$ cat src/rtl/prog_mem_arb_pkg.sv
// rtl/prog_mem_arb_pkg.sv - shared types and defaults for the program-memory arbiter
package prog_mem_arb_pkg;

    typedef enum logic [1:0] {
        IDLE = 2'd0,
        BUSY = 2'd1,
        RESP = 2'd2
    } state_t;

    typedef enum logic {
        REQ_A = 1'b0,
        REQ_B = 1'b1
    } req_id_t;

    localparam int DEF_ADDR_W      = 16;
    localparam int DEF_DATA_W      = 32;
    localparam int DEF_TIMEOUT_CYC = 255;
    localparam int WAIT_W          = 8;

endpackage

$ cat src/rtl/prog_mem_fetch_buf.sv
// rtl/prog_mem_fetch_buf.sv - one-entry fetch buffer, built only with PROG_MEM_ARB_FETCH_BUF_EN
`ifdef PROG_MEM_ARB_FETCH_BUF_EN
module prog_mem_fetch_buf #(
    parameter int ADDR_W = 16,
    parameter int DATA_W = 32
) (
    input  logic              clk,
    input  logic              rst_n,
    input  logic              flush,
    input  logic              load,
    input  logic [ADDR_W-1:0] load_addr,
    input  logic [DATA_W-1:0] load_data,
    input  logic [ADDR_W-1:0] lookup_addr,
    output logic              hit,
    output logic [DATA_W-1:0] hit_data
);

    logic              valid;
    logic [ADDR_W-1:0] addr_q;
    logic [DATA_W-1:0] data_q;

    // A flush in the lookup cycle already counts as invalidated.
    assign hit      = valid && !flush && (lookup_addr == addr_q);
    assign hit_data = data_q;

    always_ff @(posedge clk or negedge rst_n) begin
        if (!rst_n) begin
            valid  <= 1'b0;
            addr_q <= '0;
            data_q <= '0;
        end else if (flush) begin
            valid <= 1'b0;
        end else if (load) begin
            valid  <= 1'b1;
            addr_q <= load_addr;
            data_q <= load_data;
        end
    end

endmodule
`endif

$ cat src/rtl/prog_mem_arbiter.sv
// rtl/prog_mem_arbiter.sv - round-robin fetch/data arbiter for one program memory; optional PROG_MEM_ARB_FETCH_BUF_EN
module prog_mem_arbiter
    import prog_mem_arb_pkg::*;
#(
    parameter int ADDR_W      = DEF_ADDR_W,
    parameter int DATA_W      = DEF_DATA_W,
    parameter int TIMEOUT_CYC = DEF_TIMEOUT_CYC
) (
    input  logic              clk_in,
    input  logic              rst_n_in,
    input  logic              a_req,
    input  logic [ADDR_W-1:0] a_addr,
    output logic              a_valid,
    output logic [DATA_W-1:0] a_data,
    output logic              a_err,
    input  logic              b_req,
    input  logic [ADDR_W-1:0] b_addr,
    output logic              b_valid,
    output logic [DATA_W-1:0] b_data,
    output logic              b_err,
    output logic              mem_req,
    output logic [ADDR_W-1:0] mem_addr,
    input  logic              mem_rvalid,
    input  logic [DATA_W-1:0] mem_rdata,
    input  logic              flush_in
);

    localparam logic [WAIT_W:0] TIMEOUT_LIM = (WAIT_W+1)'(TIMEOUT_CYC);

    state_t            state, state_nx;
    req_id_t           grant, grant_nx, last_served;
    logic [WAIT_W-1:0] wait_cnt;
    logic [WAIT_W:0]   wait_inc;
    logic              timeout;
    logic              a_pick;
    logic              buf_hit;
    logic [DATA_W-1:0] buf_data;
    logic [DATA_W-1:0] resp_data;

`ifdef PROG_MEM_ARB_FETCH_BUF_EN
    logic buf_load;
    assign buf_load = (state == BUSY) && (grant == REQ_A) && mem_rvalid;

    prog_mem_fetch_buf #(
        .ADDR_W(ADDR_W),
        .DATA_W(DATA_W)
    ) u_fetch_buf (
        .clk        (clk_in),
        .rst_n      (rst_n_in),
        .flush      (flush_in),
        .load       (buf_load),
        .load_addr  (mem_addr),
        .load_data  (mem_rdata),
        .lookup_addr(a_addr),
        .hit        (buf_hit),
        .hit_data   (buf_data)
    );
`else
    logic unused_flush;
    assign unused_flush = flush_in;
    assign buf_hit      = 1'b0;
    assign buf_data     = '0;
`endif

    assign wait_inc  = {1'b0, wait_cnt} + {{WAIT_W{1'b0}}, 1'b1};
    assign timeout   = (wait_inc >= TIMEOUT_LIM);
    // A wins unless B also asks and A was the one served last.
    assign a_pick    = a_req && (!b_req || (last_served == REQ_B));
    assign resp_data = mem_rvalid ? mem_rdata : '0;

    always_comb begin
        state_nx = state;
        grant_nx = grant;
        case (state)
            IDLE: begin
                if (a_pick) begin
                    grant_nx = REQ_A;
                    state_nx = buf_hit ? RESP : BUSY;
                end else if (b_req) begin
                    grant_nx = REQ_B;
                    state_nx = BUSY;
                end
            end
            BUSY:    if (mem_rvalid || timeout) state_nx = RESP;
            RESP:    state_nx = IDLE;
            default: state_nx = IDLE;
        endcase
    end

    always_ff @(posedge clk_in or negedge rst_n_in) begin
        if (!rst_n_in) begin
            state       <= IDLE;
            grant       <= REQ_A;
            last_served <= REQ_B;
            wait_cnt    <= '0;
            mem_req     <= 1'b0;
            mem_addr    <= '0;
            a_valid     <= 1'b0;
            a_data      <= '0;
            a_err       <= 1'b0;
            b_valid     <= 1'b0;
            b_data      <= '0;
            b_err       <= 1'b0;
        end else begin
            state   <= state_nx;
            grant   <= grant_nx;
            a_valid <= 1'b0;
            b_valid <= 1'b0;
            a_err   <= 1'b0;
            b_err   <= 1'b0;
            case (state)
                IDLE: begin
                    if (state_nx == BUSY) begin
                        last_served <= grant_nx;
                        wait_cnt    <= '0;
                        mem_req     <= 1'b1;
                        mem_addr    <= (grant_nx == REQ_A) ? a_addr : b_addr;
                    end else if (state_nx == RESP) begin
                        last_served <= REQ_A;
                        a_valid     <= 1'b1;
                        a_data      <= buf_data;
                    end
                end
                BUSY: begin
                    wait_cnt <= wait_inc[WAIT_W-1:0];
                    if (state_nx == RESP) begin
                        mem_req  <= 1'b0;
                        mem_addr <= '0;
                        if (grant == REQ_A) begin
                            a_valid <= 1'b1;
                            a_data  <= resp_data;
                            a_err   <= !mem_rvalid;
                        end else begin
                            b_valid <= 1'b1;
                            b_data  <= resp_data;
                            b_err   <= !mem_rvalid;
                        end
                    end
                end
                default: ;
            endcase
        end
    end

endmodule

$ cat config.mk
export PLATFORM = sky130hd
export DESIGN_NAME = prog_mem_arbiter
export DESIGN_NICKNAME = d
export VERILOG_FILES = /design/src/rtl/prog_mem_arb_pkg.sv /design/src/rtl/prog_mem_fetch_buf.sv /design/src/rtl/prog_mem_arbiter.sv
export SDC_FILE = /design/constraint.sdc
export NUM_CORES = 1
export LEC_CHECK = 0
export CAP_MARGIN = 0
export CORE_ASPECT_RATIO = 0.5
export CORE_UTILIZATION = 45
export DETAILED_ROUTE_END_ITERATION = 8
export PLACE_DENSITY = 0.86
export RECOVER_POWER = 100
export SETUP_SLACK_MARGIN = 0.2
export SLEW_MARGIN = 30
export SYNTH_ARGS = -nofsm -noshare
export SYNTH_HDL_FRONTEND = slang
export SYNTH_SLANG_ARGS = --single-unit
$ cat constraint.sdc
create_clock -name clk_in -period 4.8 [get_ports clk_in]
set_input_delay 1.2 -clock clk_in [delete_from_list [all_inputs] [get_ports clk_in]]
set_output_delay 1.2 -clock clk_in [all_outputs]
set_load 0.02 [all_outputs]
==> summary.md <==
| Metric | Value |
|---|---|
| Reg2reg start | `wait_cnt[0]` |
| Peak supply drop | `0.000260 V` |
| Required time worst endpoint | `5040 ps` |
| Sequential share of the synthesized area | `between 50% and 60%` |
| Flops & latches, synth | `97` |
| # clock sinks | `between 90 and 100` |
| DR WL/cell | `15.1 um` |
| Post-CTS Setup Repair Bufs | `0` |
| Actual slew at the worst max-slew pin | `about 1700 ps` |
| First-pass DRT Iterations | `7` |
| Core area | `8860 um2` |
| Root buffer cell | `clkbuf_16` |
| Post-synthesis compound-gate area fraction | `16.9%` |
| Crit path DAT | `4170 ps` |
| Area share of fa/ha/maj cells after synthesis | `under 10%` |
| RSZ-0062 raised after global routing | `no` |
| Layout cells sized above 1 | `4.24%` |
| TNS Setup | `0 ps` |
| Initial DRC Count | `233` |
| Initial antenna violation count | `0` |
| Critical Path Sink Type | `register` |
| CTS hold repair buffers | `0` |
| Min-Delay Startpoint | `a_data[22]` |
| Post-synthesis mux area share | `under 10%` |
| Hold Slack | `469 ps` |
| Post-synthesis simple-gate area fraction | `15.7%` |
| # diodes | `0` |
| Cells after Synth | `420` |
| Ys Warns | `0` |
| DP Cell Count | `around 670` |
| Largest net degree at the start of global routing | `68` |
| Post-synth EDFFs | `0` |
| CP max FO | `35` |
| Mapped Nets | `494` |
| Row cnt | `24` |
| Die Y | `70.2 um` |
| CTS Buf Count | `9` |
| Number of global-route vias before repair | `3566` |
| Initial core utilization | `47.2%` |
| WS Path Type | `in2reg` |
| H-Tree Depth | `3` |
| Fmax | `254 MHz` |
| PostCTS Resize Cnt | `0` |
| Fin Clk Skew | `8.99 ps` |
| Nets | `636` |
| CTS tree | `yes` |
| Remaining DRCs | `16` |
| CTS clk-pin slew, worst paths | `~70 ps` |
| CTS Buffer Depth | `2` |
| Final setup vio count | `0` |
| Critical path origin | `mem_rvalid` |
| Post-Layout Cell Count | `683` |
| Syn_area_per_cell | `9.95 um2` |
| GP Congestion | `0.859` |
| Relative slew slack | `-12.6%` |
| Post-route minimum period | `3930 ps` |
| Via count | `3580` |
| Detailed Route WL | `10300 um` |
| Hold Path Class | `reg2reg` |
| Final Cell Area | `6020 um2` |
| Post-Syn Area | `approximately 4200 um2` |
| Total track usage | `22.8%` |
| Crit start category | `input port` |
| Leak pwr | `2.87 nW` |
| # IOs | `155` |
| First-pass GRT wire length | `roughly 18000 um` |
| Largest family of logic cells by synthesized area | `compound AO/OA/AOI/OAI gates` |
| Worst skew pair latency | `~340 ps` |
| Async set-reset flop share out of synthesis | `100%` |
| Vias/cell | `between 5 and 6` |
| Hold Vio Cnt, Final | `0` |
| Max Cap Violations | `2` |
| GR Overflow Total | `0` |
| Die ar. | `9700 um2` |
| Post-synth cell types | `44` |
| Final core utilization | `68.0%` |
| Main synth FF type | `dfrtp_1` |
| Detailed placer's ending HPWL | `7130 um` |
| Antenna viol nets, final | `0` |
| PwrDens | `649 nW/um2` |
| Placed Instance Area | `5770 um2` |
| Synth Area in XOR/XNOR | `less than 1%` |
| Status | `finished with violations` |
| Port bufs | `153` |
| Max-slew violations | `100` |
| Failing checks | `design-rule violations, max-capacitance violations, max-slew violations` |
| Final worst-path cycle share | `82.0%` |
| Die Span X | `around 140 um` |
| Syn-to-layout area delta | `44.0%` |
## path summary, 6_finish.rpt
| path | end | slack [ps] | cells past startpoint |
|---|---|---|---|
| hold / removal | a_data[22] | 470 | 2 |
| setup / recovery | a_data[29] | 870 | 11 |
| min in group asynchronous | wait_cnt[5] | 1270 | 1 |
| setup reg to reg | a_data[29] | 1240 | 11 |
| max in group asynchronous | a_data[4] | 1240 | 2 |
| hold reg to reg | a_data[22] | 470 | 2 |
## cell type report
| type | count | area, um2 |
|---|---|---|
| well taps | 117 | 146 |
| repair buffers | 161 | 1570 |
| clock inverters | 3 | 23.8 |
| fillers | 668 | 2840 |
| multi-input cells | 289 | 1580 |
| clock buffers | 12 | 256 |
| inverters | 4 | 15.0 |
| flip-flops and latches | 97 | 2430 |
## synthesized netlist by cell type (all sizes together) (3+ instances only)
cell / n / share of area [%]
nand3: 5 / 0.60
ha: 4 / 1.2
mux2i: 16 / 3.8
o31ai: 33 / 5.9
and3: 3 / 0.45
o21ai: 60 / 7.3
dfrtp: 96 / 57
a21oi: 6 / 0.72
nand2: 124 / 11
inv: 4 / 0.36
clkbuf: 13 / 1.2
nor2: 5 / 0.45
buf: 17 / 2.5
## layer usage
metal / up-vias / global-route usage (%) / wire length [um]
met5: - / 0 / 0
met4: 0 / 6.49 / 124
met3: 14 / 5.01 / 462
met2: 98 / 40.2 / 5290
met1: 1730 / 28.5 / 4440
li1: 1738 / - / -
## metrics by stage
stage / worst slack [ps] / power (mW)
4_1_cts: 1190 / 4.09
2_1_floorplan: 1640 / 2.48
3_5_place_dp: 853 / 3.40
5_1_grt: 603 / 4.15
6_report: 866 / 3.91
3_3_place_gp: 918 / 3.33
## logic make-up after synthesis
logic type	count (synthesis)
XOR/XNOR	1
buffers and inverters	34
multiplexers	16
adder cells (fa/ha/maj)	4
AND/OR/NAND/NOR	154
flip-flops	97
AO/OA/AOI/OAI	114
## sequential cells by signal (all words and copies together), names as in the netlist, 2 cells and up
name and count:
a_data 32, b_data 32, mem_addr 16, state 2, wait_cnt 8
## cells in the final DEF (no fill, tap or decap), types with 3 or more instances in the layout
| cell type | count |
|---|---|
| nor2_1 | 5 |
| inv_1 | 4 |
| nand2_1 | 124 |
| and3_1 | 3 |
| dfrtp_1 | 96 |
| clkbuf_1 | 3 |
| clkbuf_2 | 4 |
| buf_4 | 3 |
| o21ai_0 | 59 |
| mux2i_1 | 16 |
| o31ai_1 | 33 |
| ha_1 | 4 |
| clkbuf_16 | 9 |
| nand3_1 | 4 |
| clkdlybuf4s50_1 | 66 |
| dlygate4sd3_1 | 86 |
| a21oi_1 | 6 |
## worst max-delay path: stages
cell and delay, ps:
dlygate4sd3_1 550, buf_4 270, a21oi_1 160, nor2_1 70
a21oi_1 140, ha_1 220, or3b_1 530, nand4b_1 210
clkbuf_2 540, nand2_1 160, o31ai_1 100
## power by group
group          switching, mW  internal [mW]  leakage [nW]  total (mW)
Combinational           1.09          0.758          1.45        1.84
Clock                  0.304          0.379         0.131       0.683
Sequential             0.202           1.18          1.29        1.38
Total                   1.59           2.31          2.87        3.91
Power figures use the tool's default switching activity.
